### src/rtl/myo_spi_scheduler_pkg.sv
// Shared types for the MYO SPI scheduler: FSM states, index/counter widths,
// and a saturating increment for the sweep counter.
package myo_sched_pkg;
    typedef enum logic [1:0] {IDLE, LAUNCH, WAIT_DONE, HOLD} sched_state_e;

    localparam int MOTOR_IDX_W = 8;
    localparam int SWEEP_CNT_W = 32;

    typedef logic [MOTOR_IDX_W-1:0] motor_idx_t;
    typedef logic [SWEEP_CNT_W-1:0] sweep_cnt_t;

    function automatic sweep_cnt_t sat_inc(sweep_cnt_t v);
        return (v == '1) ? v : v + 1'b1;
    endfunction
endpackage

### src/rtl/myo_spi_scheduler_if.sv
// Scheduler <-> SPI frame controller / PID bank handshake.
// master = scheduler side, slave = frame controller + PID bank side.
interface myo_spi_scheduler_if;
    import myo_sched_pkg::*;

    logic       start;
    motor_idx_t motor;
    logic       spi_done;
    logic       update_controller;
    motor_idx_t pid_update;

    modport master (output start, motor, update_controller, pid_update, input spi_done);
    modport slave  (input start, motor, update_controller, pid_update, output spi_done);
endinterface

### src/rtl/myo_spi_scheduler_next_motor.sv
// myo_next_motor: combinational search for the next set mask bit strictly above
// after_i; after_i = -1 returns the lowest set bit.
module myo_next_motor
    import myo_sched_pkg::*;
#(
    parameter int NUMBER_OF_MOTORS = 6
) (
    input  logic [NUMBER_OF_MOTORS-1:0] mask_i,
    input  logic signed [MOTOR_IDX_W:0] after_i,
    output motor_idx_t                  next_o,
    output logic                        found_o
);
    always_comb begin
        next_o  = '0;
        found_o = 1'b0;
        // Downward scan: the lowest qualifying bit is the last one written.
        for (int j = NUMBER_OF_MOTORS - 1; j >= 0; j--) begin
            if (mask_i[j] && (j > int'(after_i))) begin
                next_o  = motor_idx_t'(j);
                found_o = 1'b1;
            end
        end
    end
endmodule

### src/rtl/myo_spi_scheduler.sv
// myo_spi_scheduler: walks the motor mask on the shared MYO SPI bus, fires PID updates
// on frame completion and paces sweeps. Define MYO_SCHED_WATCHDOG_EN for the frame watchdog.
module myo_spi_scheduler
    import myo_sched_pkg::*;
#(
    parameter int NUMBER_OF_MOTORS = 6,
    parameter int TIMEOUT_CYCLES   = 5000
) (
    input  logic                        clock,
    input  logic                        reset_n,
    input  logic                        enable,
    input  logic [NUMBER_OF_MOTORS-1:0] motor_mask,
    input  logic [31:0]                 period_cycles,
    myo_spi_scheduler_if.master         bus,
    output logic                        busy,
    output logic [31:0]                 sweep_cycles,
    output logic [15:0]                 timeout_count
);
    if (NUMBER_OF_MOTORS < 1 || NUMBER_OF_MOTORS > 254 || TIMEOUT_CYCLES < 1) begin : g_bad_cfg
        $error("myo_spi_scheduler: parameter out of range");
    end

    sched_state_e state_q, state_d;
    motor_idx_t   motor_q, motor_d, pid_q, pid_d;
    motor_idx_t   first_idx, next_idx;
    logic         first_found, next_found;
    logic         start_q, start_d, upd_q, upd_d, busy_q, busy_d, spi_done_q;
    sweep_cnt_t   cnt_q, cnt_d, sweep_q, sweep_d;
    logic         done_edge, period_hit, frame_end, expire, wrap;
    logic signed [MOTOR_IDX_W:0] after_cur;

    localparam logic signed [MOTOR_IDX_W:0] BEFORE_FIRST = '1;

    assign after_cur = {1'b0, motor_q};

    myo_next_motor #(.NUMBER_OF_MOTORS(NUMBER_OF_MOTORS)) u_first (
        .mask_i(motor_mask), .after_i(BEFORE_FIRST), .next_o(first_idx), .found_o(first_found)
    );

    myo_next_motor #(.NUMBER_OF_MOTORS(NUMBER_OF_MOTORS)) u_next (
        .mask_i(motor_mask), .after_i(after_cur), .next_o(next_idx), .found_o(next_found)
    );

    assign done_edge  = bus.spi_done & ~spi_done_q;
    assign period_hit = (period_cycles == '0) || (cnt_q >= period_cycles - 32'd1);
    assign frame_end  = (state_q == WAIT_DONE) && (done_edge || expire);
    // Last motor of a sweep wraps straight to LAUNCH when the period is already met,
    // so a free-running sweep costs no HOLD cycle.
    assign wrap = enable && first_found && period_hit &&
                  ((state_q == HOLD) || (frame_end && !next_found));

`ifdef MYO_SCHED_WATCHDOG_EN
    logic [31:0] wd_q, wd_d;
    logic [15:0] tmo_q, tmo_d;

    // Expiry behaves like a frame whose done edge lands TIMEOUT_CYCLES after start.
    assign expire = (state_q == WAIT_DONE) && !done_edge && (wd_q >= 32'(TIMEOUT_CYCLES));

    always_comb begin
        wd_d  = wd_q;
        tmo_d = tmo_q;
        if (state_q == LAUNCH)         wd_d = '0;
        else if (state_q == WAIT_DONE) wd_d = wd_q + 32'd1;
        if (expire && (tmo_q != '1))   tmo_d = tmo_q + 16'd1;
    end

    always_ff @(posedge clock or negedge reset_n) begin
        if (!reset_n) begin
            wd_q  <= '0;
            tmo_q <= '0;
        end else begin
            wd_q  <= wd_d;
            tmo_q <= tmo_d;
        end
    end

    assign timeout_count = tmo_q;
`else
    assign expire        = 1'b0;
    assign timeout_count = '0;
`endif

    always_ff @(posedge clock or negedge reset_n) begin
        if (!reset_n) state_q <= IDLE;
        else          state_q <= state_d;
    end

    always_comb begin
        state_d = state_q;
        unique case (state_q)
            IDLE: begin
                if (enable && first_found) state_d = LAUNCH;
            end
            LAUNCH: begin
                state_d = enable ? WAIT_DONE : IDLE;
            end
            WAIT_DONE: begin
                if (frame_end) begin
                    if (!enable || !first_found)     state_d = IDLE;
                    else if (next_found || period_hit) state_d = LAUNCH;
                    else                             state_d = HOLD;
                end
            end
            HOLD: begin
                if (!enable)         state_d = IDLE;
                else if (period_hit) state_d = first_found ? LAUNCH : IDLE;
            end
            default: state_d = IDLE;
        endcase
    end

    always_comb begin
        motor_d = motor_q;
        pid_d   = pid_q;
        upd_d   = 1'b0;
        sweep_d = sweep_q;
        cnt_d   = (state_q == IDLE) ? '0 : sat_inc(cnt_q);
        if ((state_q == WAIT_DONE) && done_edge) begin
            upd_d = 1'b1;
            pid_d = motor_q;
        end
        if ((state_d == LAUNCH) && (state_q != LAUNCH))
            motor_d = ((state_q == WAIT_DONE) && next_found) ? next_idx : first_idx;
        if (wrap) begin
            sweep_d = sat_inc(cnt_q);
            cnt_d   = '0;
        end
        start_d = (state_q == LAUNCH);
        busy_d  = (state_q != IDLE);
    end

    always_ff @(posedge clock or negedge reset_n) begin
        if (!reset_n) begin
            motor_q    <= '0;
            pid_q      <= '0;
            upd_q      <= 1'b0;
            start_q    <= 1'b0;
            busy_q     <= 1'b0;
            cnt_q      <= '0;
            sweep_q    <= '0;
            spi_done_q <= 1'b0;
        end else begin
            motor_q    <= motor_d;
            pid_q      <= pid_d;
            upd_q      <= upd_d;
            start_q    <= start_d;
            busy_q     <= busy_d;
            cnt_q      <= cnt_d;
            sweep_q    <= sweep_d;
            spi_done_q <= bus.spi_done;
        end
    end

    assign bus.start             = start_q;
    assign bus.motor             = motor_q;
    assign bus.update_controller = upd_q;
    assign bus.pid_update        = pid_q;
    assign busy                  = busy_q;
    assign sweep_cycles          = sweep_q;
endmodule
### src/flat_wrapper.sv
// flat-port wrapper written by rule: the top's interface ports become plain ports
module myo_spi_scheduler_flat import myo_sched_pkg::*;
#(
    parameter int NUMBER_OF_MOTORS = 6,
    parameter int TIMEOUT_CYCLES   = 5000
)
  (clock, reset_n, enable, motor_mask, period_cycles, busy, sweep_cycles, timeout_count, bus_start, bus_motor, bus_update_controller, bus_pid_update, bus_spi_done);
  myo_spi_scheduler_if bus_i ();
  input  logic clock;
  input  logic reset_n;
  input  logic enable;
  input  logic [NUMBER_OF_MOTORS-1:0] motor_mask;
  input  logic [31:0] period_cycles;
  output logic busy;
  output logic [31:0] sweep_cycles;
  output logic [15:0] timeout_count;
  output wire logic [$bits(bus_i.start)-1:0] bus_start;
  output wire logic [$bits(bus_i.motor)-1:0] bus_motor;
  output wire logic [$bits(bus_i.update_controller)-1:0] bus_update_controller;
  output wire logic [$bits(bus_i.pid_update)-1:0] bus_pid_update;
  input wire logic [$bits(bus_i.spi_done)-1:0] bus_spi_done;
  assign bus_start = bus_i.start;
  assign bus_motor = bus_i.motor;
  assign bus_update_controller = bus_i.update_controller;
  assign bus_pid_update = bus_i.pid_update;
  assign bus_i.spi_done = bus_spi_done;
  myo_spi_scheduler #(.NUMBER_OF_MOTORS(NUMBER_OF_MOTORS), .TIMEOUT_CYCLES(TIMEOUT_CYCLES)) u_core (.clock(clock), .reset_n(reset_n), .enable(enable), .motor_mask(motor_mask), .period_cycles(period_cycles), .bus(bus_i), .busy(busy), .sweep_cycles(sweep_cycles), .timeout_count(timeout_count));
endmodule
### config.mk
export PLATFORM = sky130hd
export DESIGN_NAME = myo_spi_scheduler_flat
export DESIGN_NICKNAME = d
export VERILOG_FILES = /design/src/rtl/myo_spi_scheduler_pkg.sv /design/src/rtl/myo_spi_scheduler_if.sv /design/src/rtl/myo_spi_scheduler_next_motor.sv /design/src/rtl/myo_spi_scheduler.sv /design/src/flat_wrapper.sv
export SDC_FILE = /design/constraint.sdc
export NUM_CORES = 1
export LEC_CHECK = 0
export ABC_AREA = 1
export ABC_CLOCK_PERIOD_IN_PS = 2200
export BUFFER_PORTS_ARGS = -buffer_cell sky130_fd_sc_hd__buf_2
export CAP_MARGIN = 20
export CORE_MARGIN = 2
export CORE_UTILIZATION = 58
export CTS_BUF_LIST = sky130_fd_sc_hd__clkbuf_4 sky130_fd_sc_hd__clkbuf_8
export CTS_CLUSTER_DIAMETER = 40
export DETAILED_ROUTE_END_ITERATION = 16
export PLACE_DENSITY = 0.83
export SYNTH_ARGS = -nofsm -noshare
export SYNTH_HDL_FRONTEND = slang
export SYNTH_SLANG_ARGS = --single-unit
### constraint.sdc
create_clock -name clock -period 2.2 [get_ports clock]
set_clock_uncertainty 0.05 [all_clocks]
set_input_delay 0.22 -clock clock [delete_from_list [all_inputs] [get_ports clock]]
set_output_delay 0.22 -clock clock [all_outputs]
set_load 0.1 [all_outputs]
# After elaboration in Yosys (flattened, before gate mapping)
# Index checks and enable logic that the tools add are counted.
# word_totals
ff_bits	86
latch_bits	0
mem_bits_rw	0
mem_bits_ro	0
elab_cells	87
memories	0
# op_classes
add_sub_neg	2
multipliers	0
n_div	0
n_lt_le_gt_ge	7
n_eq_ne	6
n_shift	0
muxes	38
n_bitwise	2
reduce_logical	23
# op_table
operator	count
$mux 32	3
$mux 8	11
$add 32x1->32 const B	1
$eq 32x32->1 const B	1
$ge 32x32->1	1
$logic_not 32->1	1
$sub 32x1->32 const B	1
$gt 1x8->1 const A	2
$gt 2x8->1 const A	2
$gt 3x8->1 const A	2
$mux 1	14
$mux 2	7
$logic_and 1x1->1	13
$pmux 2 s4	1
$mux 3	2
$eq 2x1->1 const B	2
$eq 2x2->1 const B	2
$logic_or 1x1->1	4
$logic_not 1->1	3
$logic_not 2->1	1
$ne 2x1->1 const B	1
$reduce_bool 2->1	1
$and 1x1->1	1
$not 1->1	1

# Logic depth before layout (Yosys ltp)
# Gate-level depths: netlist (run 1).
# depth
depth_word	15
mapped_depth	28

# Cells and area by module
# Synthesis (run 1) repeated with hierarchy kept, for this count alone.
# unflattened
hier_cells	904
hier_area_um2	6446.2
# modules_own_cells
module	n_inst	cells_each	area_per_inst_um2	seq_area_each_um2
myo_spi_scheduler	1	802	5900.7	2152.1
myo_next_motor	2	51	272.8	0.0

# Worst setup path before layout (run 1)
# OpenSTA, ideal clock, no wires.
# synth_timing
path_kind	input -> register
start	input period_cycles[0]
end	register u_core.sweep_q[21] (netlist: u_core.sweep_cycles[21])
setup_ns	0.082
arrival_ns	3.080
required_time_ns	2.068
setup_slack_ns	-1.012
path_stages	22
n_path_buf	1
path_cell_list	inv_1 ha_1 nand3_2 nor2_1 nand2_1 inv_1 nand3_1 nand3b_1 nor2_1 nand3_1 xor2_1 ha_1 nand2_1 nor2_1 a21oi_1 nand2_1 nor2_1 nand2_1 nand2_2 clkinv_2 buf_2 a31oi_1
# synth_between
elab_chain_cells	5
word_cells_on_any_way	6
classes_between	1 x add/sub; 1 x order compare; 4 x reduce/logical
# synth_rtl
item	line	source
from (decl)	flat_wrapper.sv:13	input logic [31:0] period_cycles;
$sub 32x1->32	myo_spi_scheduler.sv:45	assign period_hit = (period_cycles == '0) || (cnt_q >= period_cycles - 32'd1);
$ge 32x32->1	myo_spi_scheduler.sv:45	
$logic_or 1x1->1 *	myo_spi_scheduler.sv:45	
$logic_and 1x1->1 * (2 in a row)	myo_spi_scheduler.sv:49	assign wrap = enable && first_found && period_hit &&
to (signal assigned)	myo_spi_scheduler.sv:149	sweep_q <= sweep_d;
to (decl)	myo_spi_scheduler.sv:28	sweep_cnt_t cnt_q, cnt_d, sweep_q, sweep_d;
# Every way passes the cells marked *; elsewhere a longest branch is shown, timed or not.
# A chain may end at the register's enable or synchronous reset.

# Worst setup path in the final report (run 1)
# layout_timing
start	input period_cycles[4]
end	register u_core.sweep_q[25] (netlist: u_core.sweep_cycles[25])
# Same word-level chain as after synthesis.

==> flow_summary_export.csv, run 1 <==
group,metric,value,unit
floorplanning,fp.dieH,101,µm
detailed_routing,drcViolationCount,0,
sta,fin_ws,-0.927,ns
outcome,status,"complete, but fails checks",
cells_and_area,fin_nets,1034,
place,pre_cts_ws,-1.37,ns
worst_setup_path,worstPathArrival,3.30,ns
cells_and_area,drive_gt1_share,33.4,%
logic_synthesis,synth_edf_count,0,
sta,hold_ws,0.242,ns
detailed_routing,avgViaCountPerCell,5.39,
logic_synthesis,syn_inst,743,
cts,insertion_delay,0.36,ns
worst_setup_path,cp_slowest_cell,"ha_4",
logic_synthesis,yosys.area.top_type_share,34.8,%
worst_setup_path,crit_family,"buffers and inverters",
floorplanning,core_area,9200,µm²
sta,worstMarginPinSlew,0.512,ns
cells_and_area,syn_to_final_growth,39.1,%
worst_setup_path,critical_path_required,2.38,ns
worst_setup_path,critPathMaxStageDelay,0.24,ns
logic_synthesis,synth_cell_types,35,
logic_synthesis,ys.flop_type,"dfrtp_1",
cells_and_area,final_cells,1073,
power_and_ir_drop,p_leak,3.94,nW
logic_synthesis,mappedNetlistArea,5460,µm²
sta,finalSetupTns,-60.13,ns
logic_synthesis,synth_largest_area_cell,"dfrtp_1",
cells_and_area,stdcell_area,7600,µm²
detailed_routing,dr_wl_met2,8750,µm
detailed_routing,first_pass_iters,5,
place,place_congestion,1.00,
sta,drv_slew,0,
worst_setup_path,crit_buf_inv,11,
sta,rsz0062_at_grt,"true",
detailed_routing,wire_per_inst,16.3,µm
worst_setup_path,path_common_cell,"buf_4",
cells_and_area,post-route-util,82.6,%
global_routing,grt_pass1_vias,5630,
place,place_inst,1026,
detailed_routing,drt-met1-wl,7120,µm
floorplanning,start_util,59.4,%
worst_setup_path,setup.worst_path.start_class,"input pin",
floorplanning,placementRows,35,
cts,cts_tree,"done",
worst_setup_path,critPathKind,"input pin to flip-flop",
outcome,violations,"negative setup slack",
worst_setup_path,cp_max_fo,9,
logic_synthesis,yosys_warnings,0,
floorplanning,dieArea,10200,µm²
power_and_ir_drop,irDropWorstVdd,0.000690,V
cts,clock_sinks,76,
hold_path,holdPathStages,5,
logic_synthesis,synthArstFlopShare,100,%
worst_setup_path,end_kind,"flip-flop",
logic_synthesis,yosys-top-cells-area,"dfrtp_1 (35%), nand2_1 (13%), ha_1 (8.0%)",
cells_and_area,multiInputGateArea,3420,µm²
hold_path,hp-class,"input pin to flip-flop",
cts,path_clk_slew,0.09,ns
detailed_routing,drt-initial-drc-count,347,
detailed_routing,vias,5785,
cells_and_area,antenna_cells,0,
cts,ctsLongestPathBuffers,2,
global_routing,grt-ovfl-total,0,
worst_setup_path,critical_path_depth,25,
cts,htreeDepth,3,
logic_synthesis,synth-seq-area-share,34.8,%
place,dpl.hpwl,12200,µm
sta,hold_viol_final,0,
cts,tritoncts.num_buffers,9,
place,postPlaceCellArea,6720,µm²
cells_and_area,fillCellCount,596,
logic_synthesis,synth.avg_cell_area,7.35,µm²
power_and_ir_drop,total_power,4.53,mW
worst_setup_path,rrSetupSlack,-0.15,ns
logic_synthesis,synth_commonest_cells,"nand2_1 (183), nor2_1 (116), inv_1 (80)",
detailed_routing,top_layer_used,"met4",
sta,max-slew-margin-rel,65.9,%
detailed_routing,ant_nets,0,
floorplanning,io_pins,109,
power_and_ir_drop,power.density,597,nW/µm²
floorplanning,die_x,101,µm
cells_and_area,seqCellArea,1900,µm²
global_routing,grt_max_degree,56,
worst_setup_path,rr_worst_depth,11,
place,io_buffer_count,82,
detailed_routing,wl,17500,µm
sta,finalSetupViolations,69,
global_routing,grt_usage,33.3,%
cts,cts_root_buffer,"clkbuf_8",
logic_synthesis,ys_ff_latch,76,
logic_synthesis,synth_most_common_cell,"nand2_1",
global_routing,grt_first_pass_wirelength,26500,µm
run,cap_violations,0,
sta,finalCritPeriodShare,142,%
sta,fin_crit,3.13,ns
detailed_routing,met3_length,921,µm
global_routing,antenna_found_initial,0,
sta,fmax,320,MHz
## tightest hold or removal path: cells and delay by family
family / cells / cell delay (ns)
and+or+nand+nor: 3 / 0.22
buffers and inverters: 2 / 0.18
## cell usage in the layout, fill, tap and decap left out, types with 9 or more instances in the layout
cell      count
nand2_1     165
nand4_1      12
a31oi_1      13
inv_1        75
nand2_2      15
dfrtp_1      76
ha_1         32
xnor2_1      29
o21ai_0      12
nor2_1       96
nor2_4       12
nor3_1       13
buf_4       121
clkbuf_8      9
xor2_1       24
conb_1       26
o21ai_1      13
a21oi_1      23
nand3_1      16
buf_6        10
buf_2        75
nor2_2       14
## logic make-up after synthesis
logic type / Yosys count / synth area share, %
simple gates: 376 / 29.5
buf+inv: 124 / 11.0
flops: 76 / 34.8
compound gates: 74 / 7.49
xor+xnor: 57 / 9.14
fa+ha+maj: 35 / 8.01
other cells: 1 / 0.0686
## state kept, by name (all words and copies together), names as in the netlist
register                      flops
u_core.bus.pid_update             3
u_core.cnt_q                     32
u_core.sweep_cycles              32
u_core.bus.update_controller      1
u_core.bus.start                  1
u_core.bus.motor                  3
u_core.spi_done_q                 1
u_core.state_q                    2
u_core.busy                       1
## final cells by class
class                           count  share of cell area [%]
Timing Repair inverter              2                   0.412
Multi-Input combinational cell    568                    44.9
Sequential cell                    76                    25.0
Tap cell                          111                    1.83
Clock buffer                        9                    1.63
Inverter                           85                    4.66
Clock inverter                      7                    1.15
Timing Repair Buffer              215                    20.3
## path summary, 6_finish.rpt
check,start,end
worst max-delay path,period_cycles[4],u_core.sweep_cycles[25]$_DFFE_PN0P_
worst min-delay path,enable,u_core.state_q[1]$_DFF_PN0_
worst max register to register,u_core.cnt_q[22]$_DFF_PN0_,u_core.cnt_q[29]$_DFF_PN0_
worst min register to register,u_core.bus.pid_update[0]$_DFFE_PN0P_,u_core.bus.pid_update[0]$_DFFE_PN0P_
max in group asynchronous,reset_n,u_core.sweep_cycles[6]$_DFFE_PN0P_
min in group asynchronous,reset_n,u_core.cnt_q[27]$_DFF_PN0_
## per-layer routing
| metal | vias up | track usage, % |
|---|---|---|
| li1 | 2750 | - |
| met1 | 2692 | 40.9 |
| met2 | 271 | 59.3 |
| met3 | 72 | 4.16 |
| met4 | 0 | 12.8 |
| met5 | - | 0 |
## where the power goes
part           leakage, nW  total, mW  switching (mW)  internal (mW)
Sequential            1.05       1.58          0.0920           1.49
Combinational         2.78       1.76            1.32          0.448
Clock                0.109       1.19           0.629          0.557
Total                 3.94       4.53            2.04           2.50
## repair_timing
action | CTS | global route
setup endpoints to repair | 69 | 69
gates resized for setup | 53 | 43
buffers inserted | 23 | 4
endpoints found under the hold margin | 22 | 0
hold buffers | 2 | 0
gates cloned | 1 | 1
pin swaps | 29 | 41
(Power assumes the default switching activity.)
==> inputs of run 2 (changes only) <==
Settings changed: REMOVE_ABC_BUFFERS from default to 1.
==> run 2 against run 1 <==
Net effect:
- the flow still finishes with violations (negative setup slack)
- highest routed layer unchanged
- register-to-register slack barely moved
- fmax rose by 2.4%
- combinational power fell by 3%
==> flow_summary_export.csv, run 2 (same netlist as run 1, synthesis figures left out) <==
group,metric,value,unit
outcome,status,"complete, but fails checks",
outcome,violations,"negative setup slack",
global_routing,grt_usage,32.8,%
global_routing,grt_max_degree,44,
worst_setup_path,rr_worst_depth,14,
global_routing,antenna_found_initial,0,
global_routing,grt_first_pass_wirelength,26400,µm
detailed_routing,wire_per_inst,15.6,µm
cells_and_area,layout_commonest_cell,"nand2_1",
sta,finalSetupTns,-54.18,ns
sta,drv_slew,0,
sta,hold_viol_final,0,
run,cap_violations,0,
floorplanning,die_x,101,µm
power_and_ir_drop,p_leak,3.85,nW
detailed_routing,drt-initial-drc-count,271,
worst_setup_path,cp_slowest_cell,"ha_1",
worst_setup_path,setup.worst_path.start_class,"input pin",
detailed_routing,first_pass_iters,5,
sta,hold_ws,0.239,ns
power_and_ir_drop,irDropWorstVdd,0.00103,V
place,dpl.hpwl,12500,µm
cts,cts_tree,"done",
hold_path,holdPathStages,5,
worst_setup_path,reg2reg_to,"u_core.bus.motor[0]$_DFFE_PN0P_",
hold_path,hp-class,"input pin to flip-flop",
cells_and_area,antenna_cells,0,
cells_and_area,drive_gt1_share,29.1,%
sta,fmax,327,MHz
floorplanning,io_pins,109,
hold_path,whs_endpoint,"u_core.state_q[1]$_DFF_PN0_",
cts,clock_sinks,76,
cts,tritoncts.num_buffers,9,
power_and_ir_drop,power.density,618,nW/µm²
global_routing,grt_pass1_vias,5681,
worst_setup_path,critPathMaxStageDelay,0.25,ns
worst_setup_path,rr_startpoint,"u_core.cnt_q[23]$_DFF_PN0_",
cts,ctsLongestPathBuffers,2,
floorplanning,placementRows,35,
cts,insertion_delay,0.35,ns
cells_and_area,fillCellCount,638,
global_routing,grt-ovfl-total,0,
floorplanning,core_area,9200,µm²
detailed_routing,drcViolationCount,0,
sta,fin_crit,3.06,ns
cts,htreeDepth,3,
place,io_buffer_count,82,
sta,fin_ws,-0.855,ns
detailed_routing,avgViaCountPerCell,5.37,
place,place_inst,1029,
cells_and_area,final_cells,1054,
floorplanning,start_util,59.4,%
worst_setup_path,end_kind,"flip-flop",
hold_path,hold_start,"enable",
worst_setup_path,critical_path_required,2.44,ns
worst_setup_path,worstPathArrival,3.30,ns
worst_setup_path,rrSetupSlack,-0.14,ns
sta,rsz0062_at_grt,"true",
cells_and_area,layout_common_cells,"nand2_1 (168), nor2_1 (106), buf_4 (102)",
cells_and_area,syn_to_final_growth,33.0,%
place,place_congestion,0.941,
sta,finalCritPeriodShare,139,%
cts,path_clk_slew,0.08,ns
cts,cts_root_buffer,"clkbuf_8",
floorplanning,fp.dieH,101,µm
detailed_routing,wl,16400,µm
detailed_routing,vias,5656,
cells_and_area,fin_nets,1015,
worst_setup_path,cp_max_fo,4,
worst_setup_path,critPathKind,"input pin to flip-flop",
floorplanning,dieArea,10200,µm²
detailed_routing,ant_nets,0,
sta,finalSetupViolations,69,
[run 2: changes by cell type in the layout (fill, tap and decap cells not counted), sizes merged]
cell / delta
buf: -18
clkbuf: +2
bufinv: +1
inv: -6
clkinvlp: +1
clkinv: +1
[run 2: worst max-delay path, delay by kind of cell]
kind            cells  cell delay (ns)
compound gates      1             0.15
buf+inv             6             0.61
fa+ha+maj           2             0.45
simple gates       16             1.71
xor+xnor            1             0.16
[run 2: through the flow]
step                      instance area [µm²]  util [%]  worst slack [ns]  power [mW]
after floorplan                          5280         -             -1.52        2.71
after global placement                   6710      72.9             -1.24        3.13
after detailed placement                 6710      72.9             -1.44        3.19
after CTS                                7080      77.0            -0.912        4.41
after global routing                     7270      79.0             -1.10        4.69
final                                    7270      79.0            -0.855        4.49
[run 2: worst max path at each step]
stage	cells after the start	slack, ns	endpoint	from
floorplan	21	-1.52	u_core.cnt_q[15]$_DFF_PN0_	period_cycles[0]
global route	23	-1.10	u_core.sweep_cycles[18]$_DFFE_PN0P_	period_cycles[1]
global placement	27	-1.24	u_core.bus.motor[2]$_DFFE_PN0P_	period_cycles[1]
finish	26	-0.86	u_core.bus.motor[0]$_DFFE_PN0P_	period_cycles[1]
CTS	28	-0.91	u_core.bus.motor[2]$_DFFE_PN0P_	period_cycles[1]
detailed placement	30	-1.44	u_core.bus.motor[2]$_DFFE_PN0P_	period_cycles[1]
[run 2: report_power, final]
group          switching, mW  internal (mW)  total (mW)
Combinational           1.30          0.412        1.71
Clock                  0.529          0.651        1.18
Sequential             0.105           1.49        1.60
Total                   1.93           2.56        4.49
[run 2: layout make-up]
cell class              count  area, µm²  area share, %
multi-input cells         568       3260           44.9
flip-flops and latches     76       1900           26.2
inverters                  85        327           4.49
clock buffers              10        131           1.81
repair buffers            198       1420           19.5
clock inverters             6       88.8           1.22
well taps                 111        139           1.91
[run 2: timing repair]
action | CTS | global route
setup buffers | 4 | 1
endpoints found under the hold margin | 34 | 0
hold buffers | 2 | 0
setup endpoints to repair | 69 | 69
pin swaps | 20 | 23
cloned | 0 | 2
resized for setup | 26 | 39
[run 2: per-layer routing]
layer / wire [µm] / GRT usage, % / share of wire, %
met5: 0 / 0 / 0
met4: 673 / 12.3 / 4.1
met3: 817 / 4.51 / 5.0
met2: 8330 / 58.8 / 51
met1: 6600 / 39.7 / 40
